===== src/rtl/sym_eval_ctrl.sv =====
// ---------------------------------------------------------------------------
// sym_eval_ctrl
//
// Sequencer for one symmetry-aware function evaluation. Each accepted operand
// is folded to |x|, issued to a shared positive-domain approximation core, and
// the core's answer is restored using the selected symmetry (odd,
// point-symmetric about 0.5, even, or bypass). One operand is in flight at a
// time.
//
// Parameters
//   M        integer bits including sign
//   N        fraction bits (fixed-point 1.0 = 1 << N)
//   TIMEOUT  maximum cycles spent waiting for the core before aborting (>= 2)
//
// Ports
//   clk, rst                 clock (rising edge), asynchronous active-high reset
//   in_valid/in_ready        operand handshake; in_x signed operand, in_mode symmetry
//                            (00 odd, 01 f(-x)=1-f(x), 10 even, 11 bypass)
//   core_start               one-cycle issue pulse to the core
//   core_x                   |x| presented to the core, held until next operand
//   core_done/core_y         single-cycle core result pulse and signed result
//   out_valid/out_ready      result handshake; out_y signed restored result
//   busy                     controller is not idle
//   err_timeout              one-cycle pulse when the core fails to answer
// ---------------------------------------------------------------------------
module sym_eval_ctrl #(
    parameter int M       = 4,
    parameter int N       = 8,
    parameter int TIMEOUT = 64
) (
    input  logic             clk,
    input  logic             rst,
    input  logic             in_valid,
    output logic             in_ready,
    input  logic [M+N-1:0]   in_x,
    input  logic [1:0]       in_mode,
    output logic             core_start,
    output logic [M+N-1:0]   core_x,
    input  logic             core_done,
    input  logic [M+N-1:0]   core_y,
    output logic             out_valid,
    input  logic             out_ready,
    output logic [M+N-1:0]   out_y,
    output logic             busy,
    output logic             err_timeout
);

    localparam int W  = M + N;
    localparam int CW = $clog2(TIMEOUT + 1);

    localparam logic [CW-1:0] TO_CNT = CW'(TIMEOUT);

    // Two guard bits are enough for every intermediate result (negation of
    // the most-negative value, and 1.0 minus the most-negative value).
    localparam logic signed [W+1:0] MAX_EXT = $signed({3'b000, {(W-1){1'b1}}});
    localparam logic signed [W+1:0] MIN_EXT = $signed({3'b111, {(W-1){1'b0}}});
    localparam logic signed [W+1:0] ONE_EXT = $signed({{(W+1-N){1'b0}}, 1'b1, {N{1'b0}}});

    localparam logic [1:0] MODE_ODD    = 2'b00;
    localparam logic [1:0] MODE_HALF   = 2'b01;
    localparam logic [1:0] MODE_EVEN   = 2'b10;
    localparam logic [1:0] MODE_BYPASS = 2'b11;

    typedef enum logic [2:0] {
        S_IDLE,
        S_PRE,
        S_ISSUE,
        S_WAIT,
        S_POST,
        S_OUT
    } state_t;

    state_t          state_q, state_d;
    logic [W-1:0]    x_q, x_d;
    logic [1:0]      mode_q, mode_d;
    logic            sign_q, sign_d;
    logic [CW-1:0]   cnt_q, cnt_d;
    logic [W-1:0]    y_q, y_d;
    logic [W-1:0]    core_x_q, core_x_d;
    logic [W-1:0]    out_y_q, out_y_d;
    logic            core_start_q, core_start_d;
    logic            out_valid_q, out_valid_d;
    logic            err_timeout_q, err_timeout_d;

    logic signed [W+1:0] x_ext;
    logic signed [W+1:0] y_ext;

    // Clamp a widened signed value into the W-bit signed range.
    function automatic logic [W-1:0] sat_w(input logic signed [W+1:0] v);
        logic [W-1:0] r;
        if (v > MAX_EXT) begin
            r = MAX_EXT[W-1:0];
        end else if (v < MIN_EXT) begin
            r = MIN_EXT[W-1:0];
        end else begin
            r = v[W-1:0];
        end
        return r;
    endfunction

    assign x_ext = $signed({{2{x_q[W-1]}}, x_q});
    assign y_ext = $signed({{2{y_q[W-1]}}, y_q});

    always_comb begin
        state_d       = state_q;
        x_d           = x_q;
        mode_d        = mode_q;
        sign_d        = sign_q;
        cnt_d         = cnt_q;
        y_d           = y_q;
        core_x_d      = core_x_q;
        out_y_d       = out_y_q;
        core_start_d  = 1'b0;
        out_valid_d   = out_valid_q;
        err_timeout_d = 1'b0;

        case (state_q)
            S_IDLE: begin
                if (in_valid) begin
                    x_d     = in_x;
                    mode_d  = in_mode;
                    sign_d  = in_x[W-1];
                    state_d = S_PRE;
                end
            end
            S_PRE: begin
                core_x_d = sign_q ? sat_w(-x_ext) : x_q;
                if (mode_q == MODE_BYPASS) begin
                    state_d = S_POST;
                end else begin
                    core_start_d = 1'b1;
                    state_d      = S_ISSUE;
                end
            end
            S_ISSUE: begin
                // A done pulse here cannot belong to this issue; ignore it.
                cnt_d   = CW'(1);
                state_d = S_WAIT;
            end
            S_WAIT: begin
                if (core_done) begin
                    y_d     = core_y;
                    state_d = S_POST;
                end else if (cnt_q == TO_CNT) begin
                    err_timeout_d = 1'b1;
                    state_d       = S_IDLE;
                end else begin
                    cnt_d = cnt_q + CW'(1);
                end
            end
            S_POST: begin
                case (mode_q)
                    MODE_ODD:  out_y_d = sign_q ? sat_w(-y_ext) : y_q;
                    MODE_HALF: out_y_d = sign_q ? sat_w(ONE_EXT - y_ext) : y_q;
                    MODE_EVEN: out_y_d = y_q;
                    default:   out_y_d = x_q;
                endcase
                out_valid_d = 1'b1;
                state_d     = S_OUT;
            end
            S_OUT: begin
                if (out_ready) begin
                    out_valid_d = 1'b0;
                    state_d     = S_IDLE;
                end
            end
            default: begin
                out_valid_d = 1'b0;
                state_d     = S_IDLE;
            end
        endcase
    end

    always_ff @(posedge clk or posedge rst) begin
        if (rst) begin
            state_q       <= S_IDLE;
            x_q           <= '0;
            mode_q        <= '0;
            sign_q        <= 1'b0;
            cnt_q         <= '0;
            y_q           <= '0;
            core_x_q      <= '0;
            out_y_q       <= '0;
            core_start_q  <= 1'b0;
            out_valid_q   <= 1'b0;
            err_timeout_q <= 1'b0;
        end else begin
            state_q       <= state_d;
            x_q           <= x_d;
            mode_q        <= mode_d;
            sign_q        <= sign_d;
            cnt_q         <= cnt_d;
            y_q           <= y_d;
            core_x_q      <= core_x_d;
            out_y_q       <= out_y_d;
            core_start_q  <= core_start_d;
            out_valid_q   <= out_valid_d;
            err_timeout_q <= err_timeout_d;
        end
    end

    // in_ready is gated by rst so nothing is accepted while reset is held.
    assign in_ready    = (state_q == S_IDLE) && !rst;
    assign busy        = (state_q != S_IDLE);
    assign core_start  = core_start_q;
    assign core_x      = core_x_q;
    assign out_valid   = out_valid_q;
    assign out_y       = out_y_q;
    assign err_timeout = err_timeout_q;

endmodule


===== config.mk =====
export PLATFORM = sky130hd
export DESIGN_NAME = sym_eval_ctrl
export DESIGN_NICKNAME = d
export VERILOG_FILES = /design/src/rtl/sym_eval_ctrl.sv
export SDC_FILE = /design/constraint.sdc
export NUM_CORES = 1
export LEC_CHECK = 0
export CAP_MARGIN = 20
export CORE_MARGIN = 3
export CORE_UTILIZATION = 40
export DETAILED_ROUTE_END_ITERATION = 16
export SLEW_MARGIN = 10
export SYNTH_ARGS = -nofsm -noshare
export SYNTH_HDL_FRONTEND = slang
export SYNTH_SLANG_ARGS = --single-unit
export TNS_END_PERCENT = 20

===== constraint.sdc =====
create_clock -name clk -period 5.1 [get_ports clk]
set_input_delay 0.51 -clock clk [delete_from_list [all_inputs] [get_ports clk]]
set_output_delay 0.51 -clock clk [all_outputs]
set_load 0.02 [all_outputs]

Word-level counts from Yosys, hierarchy flattened
Cells that the tools add are included. W data, S select, Z words.

Register bits after elaboration: 64. Latch bits: 0. Bits in writable memories: 0. Memory bits (read-only): 0. Bits of input ports: 31. Output and inout port bits: 29. Word-level logic and storage cells: 74. Memories: 0.

Add/subtract/negate cells: 4. Multipliers: 0. Divide/modulo/power cells: 0. $lt $le $gt $ge: 6. Equality and inequality tests: 14. Shifts and indexed selects: 0. Mux-type cells: 26. Bitwise operators: 1. Reductions and logical operators: 12.

Operators by type and width (count): $mux W12 (9); $pmux W12 S3 (1); $gt A14 B12 Y1 const B (2); $lt A14 B12 Y1 const B (2); $neg A12 Y14 (2); $pmux W3 S6 (1); $mux W3 (5); $mux W7 (2); $pmux W7 S2 (1); $gt A13 B12 Y1 const B (1); $lt A13 B12 Y1 const B (1); $sub A10 B12 Y13 const A (1); $ne A2 B2 Y1 const B (4); $add A7 B1 Y7 const B (1); $eq A7 B7 Y1 const B (1); $eq A3 B2 Y1 const B (2); $eq A3 B3 Y1 const B (2); $mux W1 (6); $reduce_and A2 Y1 (3); $reduce_and A3 Y1 (2); $eq A2 B2 Y1 const B (2); $reduce_or A4 Y1 (1); $eq A3 B1 Y1 const B (1); $logic_not A3 Y1 (1); 9 further kinds (9).

Longest topological paths before layout
Gate-level depths: netlist of the first run.

Depth after elaboration: 6. Gate-level depth with buffers: 12. Gate-level depth less buffers: 9.

Least setup slack after synthesis of the first run
Ideal clock, no wire load.

Path kind: register -> register. From: register y_q[0]. To: register out_y_q[7], in the netlist out_y[7]. Arrival: 3.109 ns. Required time: 5.008 ns. Path slack: 1.899 ns. Stages on the path, launching flop included: 13. Buffers on the path: 3. Path through: dfrtp_1 clkbuf_1 inv_1 ha_1 buf_4 or3b_1 buf_2 o31a_1 a211o_1 or4b_4 a211oi_4 nor2_2 o31ai_2.

Longest elaborated chain between the ends: 6. Elaborated cells between the ends (all ways): 13.

RTL lines: start, declared (line 78) `logic [W-1:0] y_q, y_d;`; start signal, assigned (line 193) `y_q <= y_d;`; $neg A12 Y14 / $sub A10 B12 Y13 (equally long branches) (line 153, 154); $lt A14 B12 Y1 / $lt A13 B12 Y1 (equally long branches) (line 93) `end else if (v < MIN_EXT) begin`; $mux W12 (line 93); $mux W12 (line 91) `if (v > MAX_EXT) begin`; $mux W12 (on tied branches) (line 153, 154); $pmux W12 S3 * (line 152) `case (mode_q)`; end signal, assigned (line 195) `out_y_q <= out_y_d;`; end, declared (line 80) `logic [W-1:0] out_y_q, out_y_d;`.

Mark *: on every way between the ends. The rest lies on a longest branch, timed or not. A chain may end at the register's enable or synchronous reset.

Worst setup path after layout of the first run
From: register y_q[1]. To: register out_y_q[7], in the netlist out_y[7].

The elaborated chain is that of the path after synthesis.

==> results of run 1 <==
-- cells in the final DEF, fill, tap and decap left out, types with 5 or more instances in the layout --
| master | netlist | final |
|---|---|---|
| dfrtp_1 | 63 | 63 |
| clkdlybuf4s50_1 | 0 | 59 |
| nand2_1 | 52 | 52 |
| o21ai_0 | 32 | 32 |
| nor2_1 | 26 | 26 |
| a21oi_1 | 25 | 25 |
| mux2_2 | 23 | 23 |
| inv_1 | 13 | 12 |
| nor3_1 | 12 | 12 |
| nand3_1 | 9 | 9 |
| or3_1 | 9 | 9 |
| mux2i_1 | 9 | 9 |
| clkbuf_8 | 0 | 9 |
| o21ai_1 | 8 | 8 |
| o31ai_1 | 7 | 7 |
| nand2b_1 | 6 | 6 |
| xnor2_1 | 6 | 6 |
| a21o_1 | 6 | 6 |
| o21bai_1 | 6 | 6 |
| nand4_1 | 5 | 5 |
| o22ai_1 | 5 | 5 |
| ha_1 | 5 | 5 |
-- layer usage --
metal | wire length [µm] | up-vias
met5 | 0 | -
li1 | - | 1711
met2 | 4800 | 110
met3 | 543 | 14
met1 | 5000 | 1722
met4 | 113 | 0
-- worst max-delay path by stage --
stage	start	to
after floorplan	y_q[0]	out_y[7]
after global placement	y_q[0]	out_y[7]
after detailed placement	y_q[1]	out_y[7]
after CTS	y_q[1]	out_y[7]
after global routing	y_q[1]	out_y[7]
final	y_q[1]	out_y[7]
-- final cells by class --
| type | count | area, µm² |
|---|---|---|
| fill | 900 | 4620 |
| multi-input combinational | 334 | 2180 |
| sequential | 63 | 1580 |
| timing repair buffer | 64 | 636 |
| tap | 129 | 161 |
| clock buffer | 10 | 128 |
| clock inverter | 6 | 61.3 |
| inverter | 14 | 52.6 |
-- power breakdown --
group          total [mW]  leakage, nW  internal [mW]  switching [mW]
clock               0.430       0.0960          0.224           0.206
sequential           1.10        0.780          0.713           0.391
combinational        1.61         1.06          0.757           0.854
total                3.14         1.93           1.69            1.45
-- state kept, by name (all words and copies together), names as in the netlist, 2 cells and up --
register  cells
cnt_q         7
mode_q        2
x_q          12
y_q          12
state_q       3
core_x       12
out_y        12
-- stage by stage --
stage	std cells	setup WS (ns)	hold WS (ns)
finish	620	1.57	0.485
global placement	603	1.72	0.461
CTS	619	1.59	0.491
floorplan	447	1.90	0.510
global route	620	1.41	0.508
detailed placement	603	1.61	0.473
-- worst reg2reg max path: stages, from the launching register on --
cell,delay [ns]
dfrtp_1,0.47
inv_1,0.16
ha_1,0.34
or3b_1,0.52
o31a_1,0.30
a211o_1,0.29
or4b_4,0.56
a211oi_4,0.46
nor2_2,0.12
o31ai_2,0.22
-- kinds of logic after synthesis --
logic type,count (synthesis),share of synthesized area
adder cells (fa/ha/maj),5,0.0158
AO/OA/AOI/OAI,136,0.228
flip-flops,63,0.399
multiplexers,33,0.0940
XOR/XNOR,10,0.0222
buffers and inverters,50,0.0497
AND/OR/NAND/NOR,150,0.191
==> out/qor.txt, run 1 <==
Outcome: finished, final reports clean
Worst-margin pin slew: 0.899 ns
Antenna cell count: 0
Dpl cell area: 4590 µm²
Fin area: 4800 µm²
Worst hold path class: reg2reg
Worst Path Buf+Inv: 1
CP Capture Type: register
Die Span Y: 105 µm
P&R area growth vs syn: 21.3%
Num CTS Buffers: 9
Clock Tree Buf Depth: 2
CTS Root Cell: clkbuf_8
Detailed Route Iter0 Violations: 209
Initial antenna violation count: 0
Synth area leader: dfrtp_1
Total negative setup slack: 0 ns
Critical path class: reg2reg
Reg2Reg Depth: 9
Vias: 3557
Dpl hpwl: 7360 µm
Final GP Congestion: 0.916
Cell Area, Synth: 3950 µm²
Startpoint types: register
Post-synth EDFFs: 0
Reg-to-reg endpoint: out_y[7]
Post-CTS Hold Buffers: 0
R2R setup slack: 1.57 ns
Post-synth top cells: 63 x dfrtp_1, 52 x nand2_1, 32 x o21ai_0, 28 x clkbuf_1, 26 x nor2_1
Pwr per Cell Area: 656 nW/µm²
Critical Path Max Stage Delay: 0.56 ns
RSZ-0062 raised after global routing: false
Ports: 60
Post-CTS Setup Bufs: 0
Die area: 11100 µm²
Synthesized instance count: 447
Largest net degree at the start of global routing: 41
Clock skew: 0.00693 ns
Post-DR wirelength/cell: 16.9 µm
Syn nets: 483
Ys flop type: dfrtp_1
Post-cts sizing count: 0
Register area share after synthesis: 0.399
Core area: 9420 µm²
Total power: 3.14 mW
VDD IR max: 301 µV
Port bufs: 59
Worst skew pair latency: 0.35 ns
Fmax: 0.283 GHz
Vias in the first global route: 3455
Layout Utilization: 0.509
Wire length of the first global-routing pass: 17600 µm
CTS H-tree depth: 3
#FFs+latches synth: 63
Post-DRT Antenna Nets: 0
CTS Sinks: 63
Period minus WS final: 3.53 ns
Max-Cap Viols: 0
Vias per inst: 5.74
DRT Wirelength: 10500 µm
Total global routing overflow: 0
M1 GR Usage: 0.271
Ys Warns: 0
Die width: 105 µm
M2 GR Usage: 0.301
Initial Utilization: 0.420
CTS tree: built
Slew Viols, Final: 0
WP data arrival: 3.79 ns
Synth cell types: 66
Hold Crit Start: core_x[9]
Share of synthesized flip-flops with an asynchronous set or reset: 1.00
Tot GR Track Use: 0.195
Worst path depth: 9
Synth area leaders: dfrtp_1 40%, mux2_2 6.6%, nand2_1 4.9%
Share of layout cells above drive strength 1: 0.110
Final Hold Fails: 0
CP top delay family: compound AO/OA/AOI/OAI gates
Met3 global-route usage: 0.0508
CP required: 5.36 ns
Worst-path clk slew: 0.07 ns
Rows: 35
Fin crit share: 0.692
Post-Syn Area per Cell: 8.85 µm²
Critical-path top delay cell: or4b_4
Max FO, Critical Path: 10
Busiest grt layer: met2
Hold Path Sink: core_x[9]
Top-count cell post-synth: dfrtp_1
Slew HR: 0.399
Crit-path cells: inv_1 -> ha_1 -> or3b_1 -> o31a_1 -> a211o_1 -> or4b_4 -> a211oi_4 -> nor2_2 -> o31ai_2
DRC: 0
Synth top area share: 0.399
Drt pass-1 iters: 4
Final setup vio count: 0
Leak Pwr: 1.93 nW
NumNets Final: 522
R2R Path Start: y_q[1]
Hold depth: 1
(Power assumes the default switching activity.)
==> run 2, diff against run 1 <==
==> constraint.sdc (replaced) <==
create_clock -name clk -period 2.9 [get_ports clk]
set_input_delay 0.29 -clock clk [delete_from_list [all_inputs] [get_ports clk]]
set_output_delay 0.29 -clock clk [all_outputs]
set_load 0.02 [all_outputs]
==> out/qor.txt, run 2 (same netlist as run 1, synthesis figures left out) <==
Port bufs: 59
CP required: 3.16 ns
WP data arrival: 3.03 ns
Worst hold path class: in2async
Vias: 3663
Vias in the first global route: 3551
Post-CTS Hold Buffers: 0
Period minus WS final: 2.76 ns
Worst-path clk slew: 0.08 ns
Clock Tree Buf Depth: 2
Die width: 105 µm
Setup WS pre-CTS: 0.127 ns
Post-DRT Antenna Nets: 0
Post-DR wirelength/cell: 16.9 µm
Slew HR: 0.381
Dpl hpwl: 7960 µm
Die Span Y: 105 µm
Post-cts sizing count: 0
Antenna cell count: 0
Critical path class: reg2reg
Hold slack: 0.357 ns
Slew Viols, Final: 0
Critical Path Max Stage Delay: 0.54 ns
Layout Utilization: 0.532
Wire length of the first global-routing pass: 18200 µm
Vias per inst: 5.68
Initial Utilization: 0.420
Post-CTS Setup Bufs: 0
CTS tree: built
DRT Wirelength: 10900 µm
Max-Cap Viols: 0
Commonest non-fill, non-tap cell in the layout: dfrtp_1
R2R setup slack: 0.14 ns
Core area: 9420 µm²
CTS Root Cell: clkbuf_8
Outcome: finished, final reports clean
CTS Sinks: 63
Worst-margin pin slew: 0.926 ns
RSZ-0062 raised after global routing: true
Critical-path top delay cell: or4b_4
Most frequent cells in the layout: 62 x dfrtp_1, 59 x clkdlybuf4s50_1, 52 x nand2_1
Num CTS Buffers: 9
Total power: 5.84 mW
Fillers: 880
Fmax: 0.362 GHz
Initial antenna violation count: 0
Multi-input gate area: 2200 µm²
Final setup vio count: 0
Worst skew pair latency: 0.34 ns
VDD IR max: 450 µV
DRC: 0
Crit-path cells: inv_4 -> ha_4 -> or3b_1 -> o31a_1 -> a211o_1 -> or4b_4 -> a211oi_4 -> buf_6 -> nor2_2 -> a31oi_1
Pwr per Cell Area: 1170 nW/µm²
Max FO, Critical Path: 7
Largest net degree at the start of global routing: 38
Final GP Congestion: 0.914
Clock skew: 0.00995 ns
Tot GR Track Use: 0.203
R2R Path Start: y_q[0]
Detailed Route Iter0 Violations: 169
Leak Pwr: 2.06 nW
Rows: 35
Reg2Reg Depth: 10
Drt pass-1 iters: 5
NumNets Final: 547
Total negative setup slack: 0 ns
Sequential Area: 1580 µm²
Reg-to-reg endpoint: out_y[1]
Share of layout cells above drive strength 1: 0.163
Fin crit share: 0.953
P&R area growth vs syn: 26.8%
CP Capture Type: register
Final Hold Fails: 0
Total global routing overflow: 0
Ports: 60
CTS H-tree depth: 3
Startpoint types: register
Setup ws final: 0.135 ns
Die area: 11100 µm²
-- run 2: cell types whose count changed in the layout (fill, tap and decap cells not counted), sizes merged --
cell / change
buf: +25
-- run 2: metal layers --
metal	routed length, µm	vias to the layer above	global-route usage
met5	0	-	0
met4	279	0	0.0881
met3	549	24	0.0318
met2	5010	122	0.312
met1	5050	1753	0.284
li1	-	1764	-
-- run 2: worst max-delay path: cells and delay by family, from the launching register on --
family | cells | cell delay, ns
adder cells (fa/ha/maj) | 1 | 0.11
AO/OA/AOI/OAI | 4 | 0.95
AND/OR/NAND/NOR | 3 | 0.95
flip-flops | 1 | 0.44
buffers and inverters | 2 | 0.22
-- run 2: metrics by stage --
| step | instance area, µm² | instances |
|---|---|---|
| after floorplan | 3990 | 447 |
| after global placement | 4810 | 629 |
| after detailed placement | 4810 | 629 |
| after CTS | 5000 | 645 |
| after global routing | 5010 | 645 |
| final | 5010 | 645 |
-- run 2: area by class of cell --
| class | instances | share of cell area |
|---|---|---|
| tap | 129 | 0.0322 |
| inverter | 14 | 0.0110 |
| clock buffer | 10 | 0.0255 |
| sequential | 63 | 0.315 |
| timing repair buffer | 89 | 0.166 |
| clock inverter | 6 | 0.0122 |
| multi-input combinational | 334 | 0.438 |
-- run 2: power breakdown --
group | leakage (nW) | switching (mW) | internal (mW)
clock network | 0.0960 | 0.354 | 0.394
logic | 1.18 | 1.81 | 1.53
registers | 0.779 | 0.495 | 1.26
-- run 2: worst max-delay path by stage --
stage | depth (start not counted) | start | end | slack (ns)
6_report | 10 | y_q[0] | out_y[1] | 0.14
5_1_grt | 10 | y_q[0] | out_y[1] | -0.004
4_1_cts | 10 | y_q[0] | out_y[1] | 0.12
3_5_place_dp | 10 | y_q[0] | out_y[1] | 0.13
3_3_place_gp | 10 | y_q[0] | out_y[7] | 0.18
2_1_floorplan | 12 | y_q[0] | out_y[7] | -0.11
